--- src/rtl/s3g_tx.sv ---
// s3g_tx: S3G transmit framer.
// Sends 0xD5, the length byte, len payload bytes read from a synchronous
// buffer, and a CRC8 over the payload, one byte per UART tx_wr/tx_done
// handshake.
// Optional feature macro: S3G_TX_TIMEOUT_EN. When it is defined, a
// per-byte watchdog aborts the packet after TIMEOUT_CYCLES cycles without
// tx_done.
module s3g_tx #(
  parameter int TIMEOUT_CYCLES = 2000000
) (
  input  logic       clk,
  input  logic       rst_n,
  input  logic       start,
  input  logic [7:0] len,
  output logic       busy,
  output logic       packet_sent,
  output logic       packet_error,
  output logic [7:0] payload_addr,
  input  logic [7:0] payload_data,
  output logic [7:0] tx_data,
  output logic       tx_wr,
  input  logic       tx_done
);

  localparam logic [7:0] SYNC_BYTE = 8'hD5;

  typedef enum logic [2:0] {
    S_IDLE,
    S_HDR,
    S_LEN,
    S_DATA,
    S_CRC
  } state_t;

  state_t     state_reg, state_next;
  logic       busy_reg, busy_next;
  logic       sent_reg, sent_next;
  logic       err_reg, err_next;
  logic       tx_wr_reg, tx_wr_next;
  logic [7:0] tx_data_reg, tx_data_next;
  logic [7:0] addr_reg, addr_next;
  logic [7:0] crc_reg, crc_next;
  logic [7:0] remaining_reg, remaining_next;

  // Reflected CRC8 (polynomial 0x31, shifted form 0x8C), one byte per call.
  // From crc 0x00, the byte 0x01 produces 0x5E.
  function automatic logic [7:0] next_crc8(input logic [7:0] data, input logic [7:0] crc);
    logic [7:0] c;
    logic [7:0] d;
    c = crc;
    d = data;
    for (int i = 0; i < 8; i++) begin
      if ((c[0] ^ d[0]) == 1'b1) begin
        c = (c >> 1) ^ 8'h8C;
      end else begin
        c = c >> 1;
      end
      d = d >> 1;
    end
    return c;
  endfunction

`ifdef S3G_TX_TIMEOUT_EN
  localparam int CNT_W = $clog2(TIMEOUT_CYCLES + 1);
  localparam logic [CNT_W-1:0] WD_LIMIT = CNT_W'(TIMEOUT_CYCLES - 1);

  logic [CNT_W-1:0] wd_cnt_reg, wd_cnt_next;
  logic             wd_expired;

  // Watchdog: cycles elapsed since the last tx_wr. It reads 1 in the cycle
  // after tx_wr, so a value of TIMEOUT_CYCLES-1 means the error pulse lands
  // exactly TIMEOUT_CYCLES cycles after tx_wr.
  always_comb begin
    wd_cnt_next = wd_cnt_reg;
    wd_expired  = 1'b0;
    if (state_reg == S_IDLE) begin
      wd_cnt_next = '0;
    end else if (tx_wr_reg) begin
      wd_cnt_next = CNT_W'(1);
    end else begin
      if (wd_cnt_reg == WD_LIMIT) begin
        wd_expired = ~tx_done;
      end else begin
        wd_cnt_next = wd_cnt_reg + CNT_W'(1);
      end
    end
  end

  // Watchdog counter register.
  always_ff @(posedge clk or negedge rst_n) begin
    if (!rst_n) begin
      wd_cnt_reg <= '0;
    end else begin
      wd_cnt_reg <= wd_cnt_next;
    end
  end
`endif

  // Next-state and output logic. Every output is registered, so each
  // decision appears on the ports one cycle after the input that caused it.
  always_comb begin
    state_next     = state_reg;
    busy_next      = busy_reg;
    sent_next      = 1'b0;
    err_next       = 1'b0;
    tx_wr_next     = 1'b0;
    tx_data_next   = tx_data_reg;
    addr_next      = addr_reg;
    crc_next       = crc_reg;
    remaining_next = remaining_reg;

    case (state_reg)
      S_IDLE: begin
        busy_next = 1'b0;
        // busy_reg is still high in the packet_sent/packet_error cycle,
        // which keeps a new start out until the cycle after that pulse.
        if (start && !busy_reg) begin
          if (len == 8'd0) begin
            err_next = 1'b1;
          end else begin
            remaining_next = len;
            crc_next       = 8'h00;
            addr_next      = 8'h00;
            tx_data_next   = SYNC_BYTE;
            tx_wr_next     = 1'b1;
            busy_next      = 1'b1;
            state_next     = S_HDR;
          end
        end
      end

      S_HDR: begin
        if (tx_done) begin
          // remaining still holds the latched length at this point.
          tx_data_next = remaining_reg;
          tx_wr_next   = 1'b1;
          state_next   = S_LEN;
        end
      end

      S_LEN, S_DATA: begin
        if (tx_done) begin
          tx_wr_next = 1'b1;
          if (remaining_reg != 8'd0) begin
            tx_data_next   = payload_data;
            crc_next       = next_crc8(payload_data, crc_reg);
            addr_next      = addr_reg + 8'd1;
            remaining_next = remaining_reg - 8'd1;
            state_next     = S_DATA;
          end else begin
            tx_data_next = crc_reg;
            state_next   = S_CRC;
          end
        end
      end

      S_CRC: begin
        if (tx_done) begin
          sent_next  = 1'b1;
          state_next = S_IDLE;
        end
      end

      default: begin
        state_next = S_IDLE;
        busy_next  = 1'b0;
      end
    endcase

`ifdef S3G_TX_TIMEOUT_EN
    // Abort overrides the handshake: no further byte goes out.
    if (wd_expired) begin
      err_next   = 1'b1;
      tx_wr_next = 1'b0;
      state_next = S_IDLE;
    end
`endif
  end

  // State and output registers.
  always_ff @(posedge clk or negedge rst_n) begin
    if (!rst_n) begin
      state_reg     <= S_IDLE;
      busy_reg      <= 1'b0;
      sent_reg      <= 1'b0;
      err_reg       <= 1'b0;
      tx_wr_reg     <= 1'b0;
      tx_data_reg   <= 8'h00;
      addr_reg      <= 8'h00;
      crc_reg       <= 8'h00;
      remaining_reg <= 8'h00;
    end else begin
      state_reg     <= state_next;
      busy_reg      <= busy_next;
      sent_reg      <= sent_next;
      err_reg       <= err_next;
      tx_wr_reg     <= tx_wr_next;
      tx_data_reg   <= tx_data_next;
      addr_reg      <= addr_next;
      crc_reg       <= crc_next;
      remaining_reg <= remaining_next;
    end
  end

  assign busy         = busy_reg;
  assign packet_sent  = sent_reg;
  assign packet_error = err_reg;
  assign tx_wr        = tx_wr_reg;
  assign tx_data      = tx_data_reg;
  assign payload_addr = addr_reg;

endmodule

--- config.mk ---
export PLATFORM = sky130hd
export DESIGN_NAME = s3g_tx
export DESIGN_NICKNAME = d
export VERILOG_FILES = /design/src/rtl/s3g_tx.sv
export SDC_FILE = /design/constraint.sdc
export NUM_CORES = 1
export LEC_CHECK = 0
export ABC_AREA = 0
export CAP_MARGIN = 30
export CORE_MARGIN = 5
export CORE_UTILIZATION = 56
export DETAILED_ROUTE_END_ITERATION = 10
export DONT_BUFFER_PORTS = 1
export PLACE_DENSITY = 0.76
export SYNTH_ARGS = -nofsm -noshare
export SYNTH_HDL_FRONTEND = slang
export SYNTH_SLANG_ARGS = --single-unit
--- constraint.sdc ---
create_clock -name clk -period 2.3 [get_ports clk]
set_clock_uncertainty 0.05 [all_clocks]
set_input_delay 0.46 -clock clk [delete_from_list [all_inputs] [get_ports clk]]
set_output_delay 0.46 -clock clk [all_outputs]
set_load 0.03 [all_outputs]
==> flow_results.org <==
** Route
- Via-per-instance ratio :: between 5 and 6
- Total number of vias :: between 1500 and 2000
- In this run the remaining antenna-violating nets after routing total 0.
- DRC Markers :: 0
- Routed wirelength normalized by instance count :: between 15 and 20 µm
- Pre-Repair DR Iteration Count :: 4
- The final layout contains routed wiring with a total length of ~5000 µm.
- The detailed router finished its first iteration with ~160 violations.

** Placement
- Input and output buffers added on the ports amount to 0.
- Routability congestion estimate from global placement :: around 0.86
- HPWL after DPL :: approximately 3700 µm
- Once placement completed, the tool counted placed cells totaling 282.

** Yosys
- Synthesized instance count :: about 230
- Cell area after synthesis :: ~2100 µm²
- The Yosys step of the flow raised 0 warnings.
- Synthesis inferred 39 register bits.
- The share of the Yosys chip area taken by registers is 0.464.
- Among all flip-flop cells after synthesis, the most frequent one is sky130_fd_sc_hd__dfrtp_1.
- Dividing the synthesized area by the synthesized cell count gives about 9 µm².
- Net count after synthesis :: 250
- Distinct cell type count of the synthesized netlist :: 38
- Async SR Flop Fraction :: 1.00
- EDFF count, synth :: 0

** Timing
- Worst hold slack :: 0.217 ns
- Final setup violating endpoints :: 0
- In this run the tightest slew margin relative to its limit is 0.710.
- Slew @ Worst Pin :: approximately 0.43 ns
- The final number of hold-violating endpoints is 0.
- After layout, the minimum clock period comes to roughly 2.2 ns.
- Top achievable clock speed :: roughly 450 MHz
- The number of pins exceeding their max-slew limit in the final report came to 0.
- In the finished design, the share of the clock period the worst path needs comes to 0.966.

** CTS
- After clock tree synthesis, the clock-pin slew on the worst setup and hold paths is roughly 0.080 ns.
- The tree is rooted in a sky130_fd_sc_hd__clkbuf_8.
- Number of H-tree levels :: 2
- TritonCTS built the clock tree.
- Buffers inserted during clock tree synthesis total 5.
- CTS max path bufs :: 2
- Insertion delay to the later sink of the worst-skew pair :: 0.30 ns
- Clock sink count :: 39

** Floorplanning
- Area of the core region :: approximately 3700 µm²
- During I/O placement, the number of pins put on the boundary was 40.
- The initial utilization of the core area, before any placement, comes to 0.575.
- Measured along the y axis, the die boundary spans about 71 µm.
- Floorplan die area :: between 5000 and 6000 µm²
- The die is between 70 and 80 µm wide.
- Row generation in the floorplan step produced 22 rows.

** GRT
- Global-route usage over all layers :: 0.210
- The total overflow left after global routing is 0.
- The first global-routing pass estimated around 8400 µm of wire.
- Entering global routing, the biggest net connects 40 pins.
- Via count of the first global-routing pass :: approximately 1700
- The number of antenna violations at the first check in global routing is 0.

** Layout
- The repair_antennas step left the layout with diodes totalling 0.
- Share of layout cells above drive strength 1 :: 0.123
- In the layout the commonest cells are sky130_fd_sc_hd__dfrtp_1, sky130_fd_sc_hd__nor2_1, sky130_fd_sc_hd__o21ai_0, sky130_fd_sc_hd__nand2_1, sky130_fd_sc_hd__xnor2_1.
- Final layout net count :: approximately 270
- Final Instance Count excl. Fillers :: 292
- From synthesis to final layout, the design area changed by 13.4%.
- Most common cell after layout, fill and taps aside :: sky130_fd_sc_hd__dfrtp_1

** Worst setup path
- The worst setup path is launched from a flop.
- Data on the critical path arrives at its endpoint at approximately 2.4 ns.
- The setup path with the least slack is of type flop to flop.
- In this run the worst path has a maximum fanout of 4.
- At the worst endpoint, the required time is roughly 2.5 ns.
- Crit. End Element :: flop

** Pwr
- Total power :: 3.43 mW
- Largest vdd supply drop :: between 0.0006 and 0.0007 V
- The analysis attributes to cell leakage a power of 1.03 nW.
- Dividing total power by cell area gives a power density of ~1400 nW/µm².

** Status
- Result of the run :: completed

** Hold path
- The path class of the tightest hold or removal check is primary input to flop.

** Flow run
- The tool flagged a number of max-cap violations equal to 0.
[critical path, cell delays in order, from the launching register on]
cell	delay (ns)
sky130_fd_sc_hd__dfrtp_1	0.38
sky130_fd_sc_hd__or4b_4	0.58
sky130_fd_sc_hd__a211oi_4	0.30
sky130_fd_sc_hd__buf_4	0.17
sky130_fd_sc_hd__nor2_1	0.06
sky130_fd_sc_hd__or4_1	0.47
sky130_fd_sc_hd__a21oi_1	0.15
[metal layers]
layer  vias to the layer above  global-route usage  part of all wire
met5                         -                   0                 0
met2                        52               0.314              0.47
met3                         6              0.0603             0.070
li1                        839                   -                 -
met4                         0              0.0564             0.012
met1                       841               0.298              0.44
[logic make-up (layout without fill, tap and decap cells)]
kind of cell / Yosys count / count (layout) / share of synthesized area
xor+xnor: 23 / 23 / 0.109
flops: 39 / 39 / 0.464
fa+ha+maj: 2 / 2 / 0.0119
buf+inv: 19 / 35 / 0.0363
simple gates: 82 / 82 / 0.194
compound gates: 63 / 63 / 0.185
[report_power, final]
| part | internal [mW] | switching [mW] |
|---|---|---|
| clock | 0.213 | 0.236 |
| sequential | 0.940 | 0.479 |
| combinational | 0.746 | 0.814 |
[repair_timing]
| item | CTS | global route |
|---|---|---|
| buffers inserted | 0 | 0 |
| setup endpoints to repair | 0 | 15 |
| resized for setup | 0 | 3 |
| hold endpoints to repair | 39 | 0 |
| hold buffers | 2 | 0 |
[final cells by class]
class | count | area, µm²
Multi-Input combinational cell | 170 | 1070
Sequential cell | 39 | 976
Timing Repair Buffer | 19 | 170
Tap cell | 48 | 60.1
Clock buffer | 7 | 76.3
Fill cell | 312 | 1270
Inverter | 8 | 30.0
Clock inverter | 1 | 5.00
[cell usage after synthesis (4+ instances only)]
cell	count	area, µm²
sky130_fd_sc_hd__a221oi_1	5	43.8
sky130_fd_sc_hd__nor2_1	23	86.3
sky130_fd_sc_hd__inv_1	8	30.0
sky130_fd_sc_hd__nor4_1	6	37.5
sky130_fd_sc_hd__xnor2_1	17	149
sky130_fd_sc_hd__dfrtp_1	39	976
sky130_fd_sc_hd__a21oi_1	16	80.1
sky130_fd_sc_hd__nor3_1	5	25.0
sky130_fd_sc_hd__xor2_1	4	35.0
sky130_fd_sc_hd__clkbuf_1	8	30.0
sky130_fd_sc_hd__nand2_1	22	82.6
sky130_fd_sc_hd__and3_1	4	25.0
sky130_fd_sc_hd__o21ai_0	23	115
sky130_fd_sc_hd__nor2b_1	5	31.3
[per-stage QoR]
step                instance area [µm²]    TNS (ns)  utilization  setup slack (ns)
global route                       2390  -0.0000460        0.652        -0.0000460
CTS                                2370           0        0.647            0.0513
finish                             2390           0        0.652            0.0772
floorplan                          2100           0            -            0.0841
detailed placement                 2260           0        0.617            0.0794
global placement                   2260           0        0.617            0.0948
[final timing paths]
| check | start | endpoint | slack [ns] | cells after the start |
|---|---|---|---|---|
| max | state_reg[1]$_DFFE_PN0P_ | payload_addr[4]$_DFFE_PN0P_ | 0.08 | 6 |
| min | tx_done | state_reg[2]$_DFFE_PN0P_ | 0.22 | 1 |
| max reg2reg | state_reg[1]$_DFFE_PN0P_ | payload_addr[4]$_DFFE_PN0P_ | 0.08 | 6 |
| min reg2reg | crc_reg[1]$_DFFE_PN0P_ | crc_reg[1]$_DFFE_PN0P_ | 0.48 | 2 |
| max in group asynchronous | rst_n | payload_addr[2]$_DFFE_PN0P_ | 1.43 | 2 |
| min in group asynchronous | rst_n | packet_error$_DFF_PN0_ | 0.57 | 2 |
(Power assumes the default switching activity.)
